## config.mk

```make
export PLATFORM = sky130hd
export DESIGN_NAME = fb_rect_fill
export DESIGN_NICKNAME = d
export VERILOG_FILES = /design/src/rtl/fb_rect_fill.sv
export SDC_FILE = /design/constraint.sdc
export NUM_CORES = 1
export LEC_CHECK = 0
export ABC_CLOCK_PERIOD_IN_PS = 4720
export BUFFER_PORTS_ARGS = -buffer_cell sky130_fd_sc_hd__buf_2
export CAP_MARGIN = 30
export CELL_PAD_IN_SITES_DETAIL_PLACEMENT = 1
export CELL_PAD_IN_SITES_GLOBAL_PLACEMENT = 2
export CORE_MARGIN = 2
export CORE_UTILIZATION = 30
export CTS_BUF_LIST = sky130_fd_sc_hd__clkbuf_4 sky130_fd_sc_hd__clkbuf_8
export CTS_CLUSTER_SIZE = 20
export DETAILED_ROUTE_END_ITERATION = 12
export HOLD_SLACK_MARGIN = 0.1
export PLACE_DENSITY_LB_ADDON = 0.2
export SLEW_MARGIN = 20
export SYNTH_ARGS = -nofsm -noshare
export SYNTH_HDL_FRONTEND = slang
export SYNTH_SLANG_ARGS = --single-unit
export TNS_END_PERCENT = 20
```

## constraint.sdc

```tcl
create_clock -name Bus2IP_Clk -period 4.72 [get_ports Bus2IP_Clk]
set_clock_uncertainty 0.1 [all_clocks]
set_input_delay 0.944 -clock Bus2IP_Clk [delete_from_list [all_inputs] [get_ports Bus2IP_Clk]]
set_output_delay 0.944 -clock Bus2IP_Clk [all_outputs]
set_load 0.02 [all_outputs]
```

## src/rtl/fb_rect_fill.sv

```systemverilog
// Rectangle fill/clear engine and write-port arbiter for the 100x75-cell
// VGA framebuffer. CPU writes always take the port; the engine fills a
// clipped rectangle one cell per free cycle, optionally waiting for vblank.
module fb_rect_fill #(
    parameter int COLS        = 100,
    parameter int ROWS        = 75,
    parameter int ADDR_W      = 14,
    parameter int ROW_SHIFT   = 7,
    parameter bit SYNC_VBLANK = 1'b1
) (
    input  logic              Bus2IP_Clk,
    input  logic              Bus2IP_Reset,
    input  logic              cpu_wr_en,
    input  logic [ADDR_W-1:0] cpu_wr_addr,
    input  logic [7:0]        cpu_wr_data,
    input  logic              start,
    input  logic [6:0]        x0,
    input  logic [6:0]        x1,
    input  logic [6:0]        y0,
    input  logic [6:0]        y1,
    input  logic [7:0]        color,
    input  logic              vblank,
    input  logic              abort,
    output logic              fb_wr_en,
    output logic [ADDR_W-1:0] fb_wr_addr,
    output logic [7:0]        fb_wr_data,
    output logic              busy,
    output logic              done
);
    localparam int CW = 7;
    localparam logic [CW-1:0] X_MAX = CW'(COLS - 1);
    localparam logic [CW-1:0] Y_MAX = CW'(ROWS - 1);

    typedef enum logic [1:0] {S_IDLE, S_WAIT_VB, S_FILL, S_DONE} state_t;

    state_t            state_q, state_d;
    logic [CW-1:0]     cx_q, cx_d, cy_q, cy_d;
    logic [CW-1:0]     x0_q, x0_d, x1c_q, x1c_d, y1c_q, y1c_d;
    logic [7:0]        color_q, color_d;
    logic              wr_en_q, wr_en_d;
    logic [ADDR_W-1:0] wr_addr_q, wr_addr_d;
    logic [7:0]        wr_data_q, wr_data_d;

    logic [CW-1:0]     x1_clip, y1_clip;
    logic              rect_empty, eng_issue, last_cell;
    logic [ADDR_W-1:0] cell_addr;

    assign x1_clip    = (x1 > X_MAX) ? X_MAX : x1;
    assign y1_clip    = (y1 > Y_MAX) ? Y_MAX : y1;
    assign rect_empty = (x0 > x1_clip) || (y0 > y1_clip);
    // Engine only gets the port in a free cycle; an abort cancels the issue
    // in its own cycle so nothing new is written after it.
    assign eng_issue  = (state_q == S_FILL) && !cpu_wr_en && !abort;
    assign last_cell  = (cx_q == x1c_q) && (cy_q == y1c_q);
    assign cell_addr  = (ADDR_W'(cy_q) << ROW_SHIFT) | ADDR_W'(cx_q);

    assign fb_wr_en   = wr_en_q;
    assign fb_wr_addr = wr_addr_q;
    assign fb_wr_data = wr_data_q;
    assign busy       = (state_q != S_IDLE);
    assign done       = (state_q == S_DONE);

    // Next-state: port arbitration, fill FSM and cursor stepping.
    always_comb begin
        state_d   = state_q;
        cx_d      = cx_q;
        cy_d      = cy_q;
        x0_d      = x0_q;
        x1c_d     = x1c_q;
        y1c_d     = y1c_q;
        color_d   = color_q;
        wr_en_d   = 1'b0;
        wr_addr_d = wr_addr_q;
        wr_data_d = wr_data_q;

        if (cpu_wr_en) begin
            wr_en_d   = 1'b1;
            wr_addr_d = cpu_wr_addr;
            wr_data_d = cpu_wr_data;
        end else if (eng_issue) begin
            wr_en_d   = 1'b1;
            wr_addr_d = cell_addr;
            wr_data_d = color_q;
        end

        case (state_q)
            S_IDLE: begin
                if (start) begin
                    x0_d    = x0;
                    x1c_d   = x1_clip;
                    y1c_d   = y1_clip;
                    color_d = color;
                    cx_d    = x0;
                    cy_d    = y0;
                    if (rect_empty)       state_d = S_DONE;
                    else if (SYNC_VBLANK) state_d = S_WAIT_VB;
                    else                  state_d = S_FILL;
                end
            end
            S_WAIT_VB: begin
                if (abort)       state_d = S_IDLE;
                else if (vblank) state_d = S_FILL;
            end
            S_FILL: begin
                if (abort) begin
                    state_d = S_IDLE;
                end else if (eng_issue) begin
                    if (last_cell) state_d = S_DONE;
                    if (cx_q == x1c_q) begin
                        cx_d = x0_q;
                        cy_d = cy_q + 7'd1;
                    end else begin
                        cx_d = cx_q + 7'd1;
                    end
                end
            end
            S_DONE:  state_d = S_IDLE;
            default: state_d = S_IDLE;
        endcase
    end

    // State, cursor and registered write-port outputs.
    always_ff @(posedge Bus2IP_Clk or posedge Bus2IP_Reset) begin
        if (Bus2IP_Reset) begin
            state_q   <= S_IDLE;
            cx_q      <= '0;
            cy_q      <= '0;
            x0_q      <= '0;
            x1c_q     <= '0;
            y1c_q     <= '0;
            color_q   <= '0;
            wr_en_q   <= 1'b0;
            wr_addr_q <= '0;
            wr_data_q <= '0;
        end else begin
            state_q   <= state_d;
            cx_q      <= cx_d;
            cy_q      <= cy_d;
            x0_q      <= x0_d;
            x1c_q     <= x1c_d;
            y1c_q     <= y1c_d;
            color_q   <= color_d;
            wr_en_q   <= wr_en_d;
            wr_addr_q <= wr_addr_d;
            wr_data_q <= wr_data_d;
        end
    end
endmodule

```

==> qor.txt, run 1 <==
Gate power share: 39.6%
post-route ant nets: 0
fin crit share: 60.5%
commonest non-fill, non-tap cell in the layout: nand2_1
initial antenna violation count: 0
crit-path max cell delay: 0.42 ns
core box area: 0.0125 mm2
Die Y: 117 um
RD Place Congestion: 0.759
drt total wl: 10700 um
Setup Buffers After CTS: 0
CTS root buf: clkbuf_8
Most common cell on crit path: nor2b_1
Final setup viols: 0
crit path time final: 2.85 ns
Critical Path RT: 4.85 ns
quantity of hold-fixing buffers added after cts: 0
clock latency on the worst-skew pair: 0.36 ns
CP Buf/Inv Count: 1
number of H-tree levels: 3
power per cell area: 537 mW/mm2
critical path's slowest cell: a2111oi_0
Detailed Routing Iterations Pass 1: 4
layout cell share with drive strength beyond 1: 26.3%
sequential share of power: 42.9%
final setup margin: 1.87 ns
CP Class: input port to register
area leader, netlist: dfrtp_1
flops & latches, synth: 68
Port Buf Inserts: 88
final-report hold violation count: 0
hpwl dp: 7840 um
routed vias: 3146
crit path cell chain: buf_2 > a21oi_1 > nor2b_1 > o31ai_1 > nor2b_1 > ha_1 > nor2b_1 > o21ai_0 > a21oi_1 > a2111oi_0 > o22ai_1
Static Leak: 2.19 nW
worst-path maximum fanout: 4
Die Area: 0.0136 mm2
switching share of total power: 41.8%
Post-synth EDFFs: 0
net count reported at finish: 565
crit end category: register
post-CTS sizing: 0
# IOs: 89
CTS tree: built
Slew HR: 39.9%
post-synthesis net count: 486
run status: complete, no violations
switching power: 1.01 mW
area grow syn2layout: 18.5%
largest net degree at the start of global routing: 50
count of different cell masters after synthesis: 54
Congestion Overflow GR: 0
clk slew on worst S/H paths: 0.07 ns
Tot GR Track Use: 16.7%
synth warn: 0
Fmax achieved: 350 MHz
first-pass GRT wire length: 17200 um
internal power: 1.41 mW
arrival time worst endpoint: 2.98 ns
Die W: 117 um
clock buffer depth: 2
Place WS: 1.43 ns
setup_tns: 0 ns
crit start category: input port
diode count: 0
Slew Limit Fails: 0
DR iter-0 viols: 129
Finished Core Util: 36.0%
Crit path max-delay family: compound AO/OA/AOI/OAI gates
Worst Hold Class: register to register
initial core utilization: 30.4%
Synth top area share: 44.7%
detailed-route DRC error count: 0
Num CTS Buffers: 9
Mapped Area: 0.00381 mm2
sequential share of the synthesized area: 44.7%
commonest cells after routing, fill and taps aside: nand2_1 (96), buf_2 (88), dfrtp_1 (68), o21ai_0 (43), mux2i_1 (29)
vias in the first global route: 3282
Worst VDD drop: 166 uV
Sink Count: 68
max_cap viols: 0
synthesized instance count: 406
asr flop ratio synth: 100%
# rows: 41
ys flop type: dfrtp_1
Via density: 4.77
Slew @ Worst Pin: 0.899 ns
Clk pwr share: 17.5%
Avg Cell Area, Syn: 9.38 um2
RSZ-0062 raised after global routing: no
Area contributors post-synth: dfrtp_1 (45%), nand2_1 (9.5%), mux2i_1 (7.6%)
Routed WL per cell: 16.2 um
==> worst register-to-register path, delay by kind of cell (launching register included) <==
kind | cells | cell delay, ns
flip-flops | 1 | 0.50
multiplexers | 1 | 0.28
AND/OR/NAND/NOR | 2 | 1.39
AO/OA/AOI/OAI | 1 | 0.09
==> layer usage <==
layer / vias to the layer above / global-route usage (%) / wire length, um
met3: 12 / 2.34 / 415
met5: - / 0 / 0
met4: 0 / 7.06 / 200
met2: 74 / 25.5 / 4540
li1: 1553 / - / -
met1: 1507 / 23.6 / 5540
==> Yosys cell counts, types with 2 or more instances <==
| cell | count |
|---|---|
| o311a_2 | 2 |
| o21ai_0 | 43 |
| mux2i_1 | 29 |
| xor2_1 | 16 |
| a21o_1 | 2 |
| xnor2_1 | 2 |
| a31oi_1 | 2 |
| mux2_2 | 2 |
| a21oi_1 | 11 |
| buf_2 | 4 |
| o22ai_1 | 5 |
| or2_2 | 3 |
| o21ai_1 | 3 |
| nor3_1 | 5 |
| nand2_1 | 96 |
| buf_6 | 2 |
| or3_1 | 3 |
| nand4_1 | 4 |
| a21oi_2 | 2 |
| nor4_1 | 2 |
| ha_1 | 16 |
| nor2b_1 | 7 |
| nor2_2 | 3 |
| nor2_1 | 8 |
| and2_1 | 2 |
| nand3_1 | 10 |
| dfrtp_1 | 68 |
| clkbuf_1 | 12 |
| and3_1 | 3 |
| buf_4 | 2 |
| inv_1 | 11 |
| a22oi_1 | 4 |
==> cells by family (layout without fill, tap and decap cells) <==
family	count (synthesis)	count (layout)	synth area share [%]
and+or+nand+nor	153	153	18.6
adders and majority gates	16	16	5.26
AOI/OAI and AO/OA	85	85	13.8
buffers and inverters	34	115	4.80
xor gates and xnor gates	19	19	4.57
DFF	68	68	44.7
muxes	31	31	8.22
==> flip-flops by register name, indices dropped and copies added (netlist names), 2 cells and up <==
name and cells:
state_q 2, x0_q 7, fb_wr_data 8, x1c_q 7, cy_q 7, color_q 8, y1c_q 7, fb_wr_addr 14
cx_q 7
==> through the flow <==
stage | area (um2) | total power, mW | instances | hold WS [ns]
6_report | 4510 | 2.42 | 659 | 0.381
5_1_grt | 4510 | 2.63 | 659 | 0.410
4_1_cts | 4510 | 2.46 | 659 | 0.385
3_5_place_dp | 4360 | 2.03 | 646 | 0.368
3_3_place_gp | 4340 | 1.99 | 645 | 0.362
2_1_floorplan | 3810 | 1.77 | 406 | 0.345
==> worst paths after layout <==
check / start / endpoint / slack (ns) / cells after the start
worst max-delay path: y1[0] / state_q[1] / 1.87 / 11
worst min-delay path: x0_q[5] / x0_q[5] / 0.38 / 2
worst max register to register: state_q[0] / fb_wr_addr[7] / 2.22 / 4
worst min register to register: x0_q[5] / x0_q[5] / 0.38 / 2
max in group asynchronous: Bus2IP_Reset / cx_q[3] / 3.04 / 4
min in group asynchronous: Bus2IP_Reset / cy_q[2] / 0.56 / 2
==> power groups by stage <==
stage | registers (mW) | clock network, mW | logic [mW]
floorplan | 0.998 | 0 | 0.772
global placement | 1.05 | 0 | 0.945
detailed placement | 1.05 | 0 | 0.975
CTS | 1.04 | 0.441 | 0.978
global route | 1.08 | 0.459 | 1.09
finish | 1.04 | 0.424 | 0.959
==> area by class of cell <==
type                       instances  area (um2)
multi-input combinational        304        1920
tap                              172         215
timing repair buffer              91         475
inverter                          11        41.3
clock buffer                      13         154
sequential                        68        1700
fill                            1516        8010
Note: power is estimated with default switching activity, not from simulation.
==> run 2, diff against run 1 <==
--- a/config.mk
+++ b/config.mk
@@ -5,13 +5,14 @@
 export SDC_FILE = /design/constraint.sdc
 export NUM_CORES = 1
 export LEC_CHECK = 0
-export ABC_CLOCK_PERIOD_IN_PS = 4720
+export ABC_AREA = 1
+export ABC_CLOCK_PERIOD_IN_PS = 2400
 export BUFFER_PORTS_ARGS = -buffer_cell sky130_fd_sc_hd__buf_2
 export CAP_MARGIN = 30
 export CELL_PAD_IN_SITES_DETAIL_PLACEMENT = 1
 export CELL_PAD_IN_SITES_GLOBAL_PLACEMENT = 2
 export CORE_MARGIN = 2
-export CORE_UTILIZATION = 30
+export CORE_UTILIZATION = 28
 export CTS_BUF_LIST = sky130_fd_sc_hd__clkbuf_4 sky130_fd_sc_hd__clkbuf_8
 export CTS_CLUSTER_SIZE = 20
 export DETAILED_ROUTE_END_ITERATION = 12
==> constraint.sdc (replaced) <==
create_clock -name Bus2IP_Clk -period 2.4 [get_ports Bus2IP_Clk]
set_clock_uncertainty 0.1 [all_clocks]
set_input_delay 0.48 -clock Bus2IP_Clk [delete_from_list [all_inputs] [get_ports Bus2IP_Clk]]
set_output_delay 0.48 -clock Bus2IP_Clk [all_outputs]
set_load 0.02 [all_outputs]
==> run 2 against run 1 <==
  * Utilization barely moved
  * Synthesized cell count rose by 30%
  * Hold slack got worse by 0.15 ns
==> qor.txt, run 2 <==
run status: complete, no violations
arrival time worst endpoint: 2.11 ns (-0.87 ns)
Die W: 122 um (+4.2%)
Critical Path RT: 2.55 ns (-2.30 ns)
max reg flops: 14 (unchanged)
core box area: 0.0133 mm2 (+6.6%)
asr flop ratio synth: 100% (unchanged)
Avg Cell Area, Syn: 7.36 um2 (-22%)
commonest non-fill, non-tap cell in the layout: nand2_1
Routed WL per cell: 14.7 um (-9.2%)
DR iter-0 viols: 166 (+29%)
Via density: 4.55 (-4.6%)
crit-path max cell delay: 0.30 ns (-0.12 ns)
Most common cell on crit path: nand2_1
vias in the first global route: 3876 (+18%)
net count reported at finish: 702 (+24%)
met2 GRT Util: 25.8% (+0.26 points)
layout cell share with drive strength beyond 1: 21.2% (-5.1 points)
dpl cell area: 0.00454 mm2 (+4.3%)
Synth top area share: 44.0% (-0.74 points)
Num CTS Buffers: 9 (unchanged)
Worst VDD drop: 411 uV (+150%)
Post-synth EDFFs: 0 (unchanged)
Setup Buffers After CTS: 0 (unchanged)
sequential share of the synthesized area: 44.0% (-0.74 points)
Slew Limit Fails: 0 (unchanged)
CTS root buf: clkbuf_8
Worst Hold Class: input port to register
Slew @ Worst Pin: 0.435 ns (-0.464 ns)
power per cell area: 1110 mW/mm2 (+110%)
Congestion Overflow GR: 0 (unchanged)
post-synthesis net count: 606 (+25%)
clk slew on worst S/H paths: 0.08 ns (about the same)
diode count: 0 (unchanged)
Slew HR: 71.0% (+31 points)
Tot GR Track Use: 17.1% (+0.44 points)
worst-path maximum fanout: 4 (unchanged)
final-report hold violation count: 0 (unchanged)
count of different cell masters after synthesis: 31 (-43%)
flops & latches, synth: 68 (unchanged)
Fmax achieved: 510 MHz
initial core utilization: 29.0% (-1.4 points)
Post-synth top cells: nand2_1 (194), dfrtp_1 (68), inv_1 (65)
CP Class: input port to register
commonest cells after routing, fill and taps aside: nand2_1 (194), buf_2 (88), dfrtp_1 (68), inv_1 (64), nor2_1 (39)
most numerous cell in the Yosys netlist: nand2_1
RD Place Congestion: 0.813 (+7.1%)
routed vias: 3656 (+16%)
Static Leak: 2.57 nW (+17%)
Die Area: 0.0148 mm2 (+8.6%)
drt total wl: 11800 um (+11%)
RSZ-0062 raised after global routing: no
largest net degree at the start of global routing: 29 (-42%)
hpwl dp: 9350 um (+19%)
post-route cell area: 0.00481 mm2 (+6.6%)
met1 Resource Use GR: 24.8% (+1.1 points)
# rows: 42 (+2.4%)
crit path time final: 1.96 ns
fin crit share: 81.7%
CTS tree: built
Die Y: 122 um (+4.2%)
setup_tns: 0 ns (unchanged)
gr busiest metal: met2
Port Buf Inserts: 88 (unchanged)
GRT met3 Usage: 2.62% (+0.29 points)
clock buffer depth: 2 (unchanged)
final setup margin: 0.439 ns (-1.43 ns)
Detailed Routing Iterations Pass 1: 4 (unchanged)
Mapped Area: 0.00387 mm2 (+1.7%)
critical path's slowest cell: ha_1
crit end category: register
crit start category: input port
Crit path max-delay family: simple AND/OR/NAND/NOR gates
Final setup viols: 0 (unchanged)
area grow syn2layout: 24.2%
clock latency on the worst-skew pair: 0.36 ns (about the same)
CP Buf/Inv Count: 1 (unchanged)
ys flop type: dfrtp_1
Tot Pwr: 5.31 mW (+120%)
synth warn: 0 (unchanged)
Sink Count: 68 (unchanged)
synthesized instance count: 526 (+30%)
area leader, netlist: dfrtp_1
Area contributors post-synth: dfrtp_1 (44%), nand2_1 (19%), inv_1 (6.3%)
post-route ant nets: 0 (unchanged)
detailed-route DRC error count: 0 (unchanged)
Place WS: 0.102 ns (-1.32 ns)
# IOs: 89 (unchanged)
crit path cell chain: buf_2 > a21oi_1 > o211ai_1 > nand2_1 > nand2_1 > ha_1 > nand2_1 > nand2_1 > a21oi_1 > nand2_1 > nand2_1 > nand2_1 > nand2_1 > nand2_1 > nand2_1 > nand2_1
first-pass GRT wire length: 19700 um (+14%)
max_cap viols: 0 (unchanged)
initial antenna violation count: 0 (unchanged)
number of H-tree levels: 3 (unchanged)
-- run 2: cell count changes after synthesis, sizes merged, moves of 13 or more --
cell   before  now
nand2      97  196
o21ai      46   33
nor2       12   44
inv        11   68
mux2i      29    0
nand3      10   23
-- run 2: final timing paths --
path | depth (start not counted) | slack, ns | endpoint | start
worst max-delay path | 16 | 0.44 | state_q[1] | y1[0]
worst min-delay path | 3 | 0.23 | color_q[3] | color[3]
worst max register to register | 8 | 0.54 | cy_q[0] | cx_q[4]
worst min register to register | 2 | 0.38 | color_q[4] | color_q[4]
max in group asynchronous | 4 | 1.04 | fb_wr_addr[8] | Bus2IP_Reset
min in group asynchronous | 3 | 0.57 | fb_wr_data[6] | Bus2IP_Reset
-- run 2: area by class of cell --
class	instances	area (um2)
Fill cell	1703	8540
Multi-Input combinational cell	374	1830
Sequential cell	68	1700
Timing Repair Buffer	100	546
Inverter	69	259
Tap cell	176	220
Clock buffer	12	159
Clock inverter	4	95.1
-- run 2: per-stage QoR --
| stage | cells | hold WS (ns) | utilization, % |
|---|---|---|---|
| finish | 803 | 0.230 | 36.0 |
| detailed placement | 786 | 0.363 | 34.0 |
| CTS | 803 | 0.222 | 36.0 |
| global route | 803 | 0.227 | 36.0 |
| floorplan | 526 | 0.342 | - |
| global placement | 786 | 0.356 | 34.0 |
-- run 2: what timing repair did --
action | CTS | global route
endpoints found under the hold margin | 16 | 0
gates resized for setup | 0 | 0
hold buffers | 1 | 0
-- run 2: logic make-up (layout without fill, tap and decap cells) --
family / Yosys count / count (layout) / synth area share, %
AO/OA/AOI/OAI: 81 / 81 / 12.0
XOR/XNOR: 7 / 7 / 1.58
adder cells (fa/ha/maj): 16 / 16 / 5.17
buffers and inverters: 84 / 185 / 8.89
flip-flops: 68 / 68 / 44.0
AND/OR/NAND/NOR: 270 / 270 / 28.4
-- run 2: per-layer routing --
| metal | part of all wire (%) | up-vias |
|---|---|---|
| li1 | - | 1852 |
| met1 | 52 | 1707 |
| met2 | 41 | 83 |
| met3 | 4.3 | 14 |
| met4 | 1.9 | 0 |
| met5 | 0 | - |
-- run 2: where the power goes --
| part | switching, mW | internal [mW] |
|---|---|---|
| logic | 1.40 | 0.753 |
| registers | 0.364 | 1.59 |
| clock network | 0.450 | 0.757 |
| total | 2.21 | 3.10 |
-- run 2: tightest hold or removal path: cells and delay by family --
kind	cells	cell delay (ns)
simple gates	2	0.11
buf+inv	1	0.07
